File: src/rtl/header_link_bridge_pkg.sv
// Shared constants and types for the header link bridge.
// Byte counts for the block header and the golden hash, the counter widths
// derived from them, and the state type of the hash transmit FSM.
package header_link_bridge_pkg;

    localparam int HEADER_BYTES = 80;
    localparam int HASH_BYTES   = 32;

    localparam int HEADER_BITS  = HEADER_BYTES * 8;
    localparam int HASH_BITS    = HASH_BYTES * 8;

    localparam int HEADER_CNT_W = $clog2(HEADER_BYTES);
    localparam int HASH_IDX_W   = $clog2(HASH_BYTES);

    typedef enum logic {
        IDLE = 1'b0,
        SEND = 1'b1
    } tx_state_t;

endpackage

File: src/rtl/header_link_bridge_if.sv
// Host-side byte link: receive stream (no backpressure) and transmit stream
// with valid/ready handshake. The host/transport drives the master side, the
// bridge sits on the slave side.
interface header_link_bridge_if;

    logic [7:0] rx_data;
    logic       rx_valid;
    logic [7:0] tx_data;
    logic       tx_valid;
    logic       tx_ready;

    modport master (
        output rx_data,
        output rx_valid,
        output tx_ready,
        input  tx_data,
        input  tx_valid
    );

    modport slave (
        input  rx_data,
        input  rx_valid,
        input  tx_ready,
        output tx_data,
        output tx_valid
    );

endinterface

File: src/rtl/header_link_bridge_hash_tx_serializer.sv
// hash_tx_serializer: latches a golden hash on its valid pulse and sends it
// to the host MSB byte first over a valid/ready handshake. A hash arriving
// while a transfer is in flight is dropped and flagged in a sticky overrun.
module hash_tx_serializer
    import header_link_bridge_pkg::*;
(
    input  logic                 clk,
    input  logic                 rst,
    input  logic [HASH_BITS-1:0] hash,
    input  logic                 hash_valid,
    output logic [7:0]           tx_data,
    output logic                 tx_valid,
    input  logic                 tx_ready,
    output logic                 overrun
);

    tx_state_t             state;
    logic [HASH_BITS-1:0]  shift;
    logic [HASH_IDX_W-1:0] idx;

    // The outgoing byte is always the top of the shift register, so it holds
    // steady while the sink stalls and reads zero once the hash has drained.
    assign tx_data = shift[HASH_BITS-1 -: 8];

    // Transmit FSM: load on hash pulse, shift one byte per handshake, and
    // return to idle after the last byte is accepted.
    always_ff @(posedge clk or posedge rst) begin
        if (rst) begin
            state    <= IDLE;
            shift    <= '0;
            idx      <= '0;
            tx_valid <= 1'b0;
            overrun  <= 1'b0;
        end else begin
            case (state)
                IDLE: begin
                    if (hash_valid) begin
                        shift    <= hash;
                        idx      <= '0;
                        tx_valid <= 1'b1;
                        state    <= SEND;
                    end
                end
                SEND: begin
                    if (hash_valid) begin
                        overrun <= 1'b1;
                    end
                    if (tx_valid && tx_ready) begin
                        shift <= {shift[HASH_BITS-9:0], 8'h00};
                        if (idx == HASH_IDX_W'(HASH_BYTES - 1)) begin
                            idx      <= '0;
                            tx_valid <= 1'b0;
                            state    <= IDLE;
                        end else begin
                            idx <= idx + 1'b1;
                        end
                    end
                end
                default: begin
                    state    <= IDLE;
                    tx_valid <= 1'b0;
                end
            endcase
        end
    end

endmodule

File: src/rtl/header_link_bridge.sv
// header_link_bridge: assembles 80 received bytes into the 640-bit block
// header for the miner and returns each golden hash to the host as 32 bytes.
// Optional feature macro: LINK_TIMEOUT_EN adds an idle timer that discards a
// stalled partial header and pulses timeout_err.
module header_link_bridge
    import header_link_bridge_pkg::*;
#(
    parameter int TIMEOUT_CYCLES = 1000000
) (
    input  logic                   clk,
    input  logic                   rst,
    header_link_bridge_if.slave    link,
    output logic [HEADER_BITS-1:0] Block_Header,
    output logic                   Block_Header_Valid,
    input  logic [HASH_BITS-1:0]   Golden_Hash,
    input  logic                   Hash_Valid,
    output logic                   busy,
    output logic                   overrun
`ifdef LINK_TIMEOUT_EN
    ,
    output logic                   timeout_err
`endif
);

    // The 80th byte goes straight into Block_Header, so only the first 79
    // bytes need to be held while a header is being assembled.
    logic [HEADER_BITS-9:0]   assembly;
    logic [HEADER_CNT_W-1:0]  rx_count;
    logic                     timeout_hit;
    logic [7:0]               ser_tx_data;
    logic                     ser_tx_valid;

    if (TIMEOUT_CYCLES < 1) begin : g_bad_timeout
        $error("TIMEOUT_CYCLES must be at least 1");
    end

`ifdef LINK_TIMEOUT_EN
    localparam int IDLE_W = $clog2(TIMEOUT_CYCLES + 1);

    logic [IDLE_W-1:0] idle_count;

    assign timeout_hit = !link.rx_valid && (rx_count != '0) &&
                         (idle_count == IDLE_W'(TIMEOUT_CYCLES - 1));

    // Idle timer: counts quiet cycles while a header is partially received
    // and reports the discard with a one-cycle pulse.
    always_ff @(posedge clk or posedge rst) begin
        if (rst) begin
            idle_count  <= '0;
            timeout_err <= 1'b0;
        end else begin
            timeout_err <= timeout_hit;
            if (link.rx_valid || (rx_count == '0) || timeout_hit) begin
                idle_count <= '0;
            end else begin
                idle_count <= idle_count + 1'b1;
            end
        end
    end
`else
    assign timeout_hit = 1'b0;
`endif

    // Header assembler: shift bytes in MSB-first, publish the header and a
    // one-cycle valid pulse on the 80th byte.
    always_ff @(posedge clk or posedge rst) begin
        if (rst) begin
            assembly           <= '0;
            rx_count           <= '0;
            Block_Header       <= '0;
            Block_Header_Valid <= 1'b0;
        end else begin
            Block_Header_Valid <= 1'b0;
            if (link.rx_valid) begin
                assembly <= {assembly[HEADER_BITS-17:0], link.rx_data};
                if (rx_count == HEADER_CNT_W'(HEADER_BYTES - 1)) begin
                    rx_count           <= '0;
                    Block_Header       <= {assembly, link.rx_data};
                    Block_Header_Valid <= 1'b1;
                end else begin
                    rx_count <= rx_count + 1'b1;
                end
            end else if (timeout_hit) begin
                rx_count <= '0;
            end
        end
    end

    // Mining-in-progress flag: a new header wins over a simultaneous hash.
    always_ff @(posedge clk or posedge rst) begin
        if (rst) begin
            busy <= 1'b0;
        end else if (Block_Header_Valid) begin
            busy <= 1'b1;
        end else if (Hash_Valid) begin
            busy <= 1'b0;
        end
    end

    hash_tx_serializer u_tx (
        .clk        (clk),
        .rst        (rst),
        .hash       (Golden_Hash),
        .hash_valid (Hash_Valid),
        .tx_data    (ser_tx_data),
        .tx_valid   (ser_tx_valid),
        .tx_ready   (link.tx_ready),
        .overrun    (overrun)
    );

    assign link.tx_data  = ser_tx_data;
    assign link.tx_valid = ser_tx_valid;

endmodule

File: src/flat_wrapper.sv
// flat-port wrapper written by rule: the top's interface ports become plain ports
module header_link_bridge_flat import header_link_bridge_pkg::*;
#(
    parameter int TIMEOUT_CYCLES = 1000000
)
  (clk, rst, Block_Header, Block_Header_Valid, Golden_Hash, Hash_Valid, busy, overrun, link_rx_data, link_rx_valid, link_tx_ready, link_tx_data, link_tx_valid);
  header_link_bridge_if link_i ();
  input  logic clk;
  input  logic rst;
  output logic [HEADER_BITS-1:0] Block_Header;
  output logic Block_Header_Valid;
  input  logic [HASH_BITS-1:0] Golden_Hash;
  input  logic Hash_Valid;
  output logic busy;
  output logic overrun;
  input wire logic [$bits(link_i.rx_data)-1:0] link_rx_data;
  input wire logic [$bits(link_i.rx_valid)-1:0] link_rx_valid;
  input wire logic [$bits(link_i.tx_ready)-1:0] link_tx_ready;
  output wire logic [$bits(link_i.tx_data)-1:0] link_tx_data;
  output wire logic [$bits(link_i.tx_valid)-1:0] link_tx_valid;
  assign link_i.rx_data = link_rx_data;
  assign link_i.rx_valid = link_rx_valid;
  assign link_i.tx_ready = link_tx_ready;
  assign link_tx_data = link_i.tx_data;
  assign link_tx_valid = link_i.tx_valid;
  header_link_bridge #(.TIMEOUT_CYCLES(TIMEOUT_CYCLES)) u_core (.clk(clk), .rst(rst), .link(link_i), .Block_Header(Block_Header), .Block_Header_Valid(Block_Header_Valid), .Golden_Hash(Golden_Hash), .Hash_Valid(Hash_Valid), .busy(busy), .overrun(overrun));
endmodule
File: config.mk
export PLATFORM = sky130hd
export DESIGN_NAME = header_link_bridge_flat
export DESIGN_NICKNAME = d
export VERILOG_FILES = /design/src/rtl/header_link_bridge_pkg.sv /design/src/rtl/header_link_bridge_if.sv /design/src/rtl/header_link_bridge_hash_tx_serializer.sv /design/src/rtl/header_link_bridge.sv /design/src/flat_wrapper.sv
export SDC_FILE = /design/constraint.sdc
export NUM_CORES = 2
export LEC_CHECK = 0
export BUFFER_PORTS_ARGS = -buffer_cell sky130_fd_sc_hd__buf_2
export CAP_MARGIN = 10
export CORE_AREA = 2 2 363 365
export DETAILED_ROUTE_END_ITERATION = 16
export DIE_AREA = 0 0 365 367
export PLACE_DENSITY = 0.68
export SLEW_MARGIN = 10
export SYNTH_ARGS = -nofsm -noshare
export SYNTH_HDL_FRONTEND = slang
export SYNTH_SLANG_ARGS = --single-unit
File: constraint.sdc
create_clock -name clk -period 73.5 [get_ports clk]
set_clock_uncertainty 0.2 [all_clocks]
set_input_delay 14.7 -clock clk [delete_from_list [all_inputs] [get_ports clk]]
set_output_delay 14.7 -clock clk [all_outputs]
set_load 0.005 [all_outputs]
==> metrics.md <==
| Metric | Value |
|---|---|
| Status | completed |
| Synth Warn # | 0 |
| Seq/Total Area, Yosys | 62.6% |
| Ys async rst share | 100% |
| Final slew viol count | 0 |
| Internal Power | 0.00153 W |
| DP HPWL | a little over 100000 um |
| Post-synthesis compound-gate area fraction | 2.16% |
| Pwr/cell area | 27.9 nW/um^2 |
| WP data arrival | between 15 and 20 ns |
| Clock transition at path regs | 0.06 ns |
| Initial drt markers | 2320 |
| Area Overhead vs Synth | 18.0% |
| Setup TNS | 0 ns |
| Total gr overflow | 0 |
| Port Buf Inserts | 920 |
| Most common cell after layout, fill and taps aside | dfrtp_1 |
| First-pass GRT wire length | 228000 um |
| DRT Wirelength | 151000 um |
| Worst-Margin Slew | 1.13 ns |
| Psw | approximately 0.0005 W |
| IO Count | between 900 and 1000 |
| Most frequent cells in the layout | dfrtp_1 (1544), buf_2 (919), mux2_2 (773) |
| Post-Synth Adder-Cell Area | 0.0608% |
| Fmax | 0.0521 GHz |
| Setup WS post-layout | around 54 ns |
| Peak supply drop | 0.0235 mV |
| DR DRC count | 0 |
| Kind of critical path | primary input to register |
| Die X | between 300 and 400 um |
| RSZ-0062 raised after global routing | no |
| RePlAce Congestion | 0.841 |
| XOR/XNOR share of the synthesized area | 0.0567% |
| H-tree depth | 4 |
| Maxcap violations | 0 |
| Largest net degree at the start of global routing | 201 |
| Predominant post-synthesis flop cell | dfrtp_1 |
| Rel. slew slack | around a quarter |
| Synthesized Nets | 4176 |
| Seq pwr share | between 50% and 60% |
| Synth Register Bits | 1545 |
| Initial antenna violation count | 37 |
| Max incr delay on CP | 0.93 ns |
| DRT antenna net count | 0 |
| Via density | between 5 and 6 |
| Crit. End Element | register |
| Overall routing resource usage | 22.3% |
| Leakage | approximately 41 nW |
| Critical path required time | 73.96 ns |
| Clock power frac | about 40% |
| Crit start category | primary input |
| Post-Syn Area | 61800 um^2 |
| Starting Density | 47.3% |
| Period minus WS final | 19.18 ns |
| Worst-skew pair later-pin latency | 0.79 ns |
| Worst-path cell chain | buf_8 -> nand4_2 -> or3_4 -> buf_4 -> buf_4 -> buf_4 -> buf_4 -> mux2_2 |
| Clock Sinks | about 1500 |
| Final Power | 0.00203 W |
| Chip Height | 367 um |
| Post-synth EDFFs | 0 |
| Core area | ~130000 um^2 |
| Row cnt | 133 |
| CTS Hold Bufs | 0 |
| Endpoints failing setup | 0 |
| Layout cell share with drive strength beyond 1 | 51.0% |
| Vias after detailed routing | 34958 |
| Cell at the root of the clock tree | clkbuf_16 |
| CTS resizes | 0 |
| Setup WS pre-CTS | 53.45 ns |
| Mean post-synth cell area | 15.8 um^2 |
| Post-Synthesis Cells | 3904 |
| Bufs on Longest Clock Path | 3 |
| Total CTS buffers | 161 |
| Routed WL per cell | about 23 um |
| Setup bufs post-CTS | 0 |
| Pre-antenna DRT Iters | 5 |
| Synth cell types | 31 |
| Slowest cell on crit path | buf_4 |
| Die ar. | 134000 um^2 |
| Combinational Power Share | 9.6% |
| Final number of hold-violating endpoints | 0 |
| CTS tree | built |
| HP Class | register to register |
| Most frequent CP cell | buf_4 |
| Largest family of logic cells by synthesized area | multiplexers |
| Switching share of power | 24.5% |
| Final period utilization | 26.1% |
| Nets | between 5000 and 6000 |
| CP max FO | 69 |
| Synth Area in Simple Gates | under 10% |
| Vias in the first global route | ~36000 |
| Mux contribution to synthesized area | 30.3% |
-- critical path, delay by kind of cell --
| family | cells | cell delay (ns) |
|---|---|---|
| and+or+nand+nor | 2 | 0.73 |
| buffers and inverters | 5 | 3.59 |
| muxes | 1 | 0.43 |
-- path summary, 6_finish.rpt --
check	endpoint	startpoint	slack, ns	cells after the start
worst max-delay path	u_core.Block_Header[606]	link_rx_valid	54.32	8
worst min-delay path	u_core.u_tx.overrun	u_core.u_tx.overrun	0.27	1
worst max register to register	u_core.Block_Header[606]	u_core.rx_count[0]	67.87	8
worst min register to register	u_core.u_tx.overrun	u_core.u_tx.overrun	0.27	1
max in group asynchronous	u_core.assembly[275]	rst	54.89	7
min in group asynchronous	u_core.Block_Header[424]	rst	13.90	2
-- power by group through the flow --
stage,Clock (W),Combinational [W],Sequential [W]
after floorplan,0,0.000147,0.00101
after global placement,0,0.000191,0.00103
after CTS,0.000831,0.000198,0.00102
after global routing,0.000868,0.000217,0.00103
after detailed placement,0,0.000197,0.00104
final,0.000812,0.000195,0.00102
-- per-stage QoR --
step                      hold slack (ns)  cells  area [um^2]  util [%]
after floorplan                     0.251   3904        61800         -
after global placement              0.236   6360        67500      51.8
after detailed placement            0.256   6360        67500      51.8
after CTS                           0.272   6632        72800      55.8
after global routing                0.282   6659        72900      55.9
final                               0.268   6662        72900      55.9
-- cell type report --
cell class	count	area (um^2)
fill	10600	57600
antenna	30	75.1
tap	1755	2200
clock inverter	42	584
clock buffer	230	4690
multi-input combinational	2091	21600
sequential	1545	38700
timing repair buffer	965	5010
inverter	4	23.8
-- routing by layer --
layer / share of wire (%) / up-vias / track usage (%)
li1: - / 15655 / -
met1: 41 / 18150 / 28.3
met2: 47 / 884 / 34.0
met3: 8.1 / 263 / 8.02
met4: 4.1 / 6 / 10.3
met5: 0.023 / - / 0
-- logic make-up after synthesis --
group	Yosys count
compound gates	262
simple gates	301
flops	1545
fa+ha+maj	3
mux	1521
buf+inv	268
xor+xnor	4
-- synth_stat cells, types with 2 or more instances --
| cell type | n | share of area [%] |
|---|---|---|
| a21o_1 | 4 | 0.049 |
| and3_1 | 2 | 0.020 |
| buf_1 | 11 | 0.067 |
| buf_2 | 15 | 0.12 |
| buf_4 | 17 | 0.21 |
| buf_6 | 55 | 1.0 |
| clkbuf_1 | 166 | 1.0 |
| dfrtp_1 | 1545 | 63 |
| ha_1 | 3 | 0.061 |
| inv_1 | 4 | 0.024 |
| mux2_2 | 773 | 14 |
| mux2_4 | 500 | 12 |
| mux2i_1 | 248 | 4.0 |
| nand2_1 | 25 | 0.15 |
| nand2b_1 | 3 | 0.030 |
| nand3_1 | 261 | 2.1 |
| nor2_1 | 4 | 0.024 |
| o21ai_0 | 253 | 2.1 |
| xnor2_1 | 2 | 0.028 |
| xor2_1 | 2 | 0.028 |
-- state kept, by name (all words and copies together) (netlist names) --
name                       cells
u_core.Block_Header          640
u_core.Block_Header_Valid      1
u_core.assembly              632
u_core.busy                    1
u_core.rx_count                7
u_core.u_tx.idx                5
u_core.u_tx.overrun            1
u_core.u_tx.shift            256
u_core.u_tx.state              1
u_core.u_tx.tx_valid           1
Note: power is estimated with default switching activity, not from simulation.
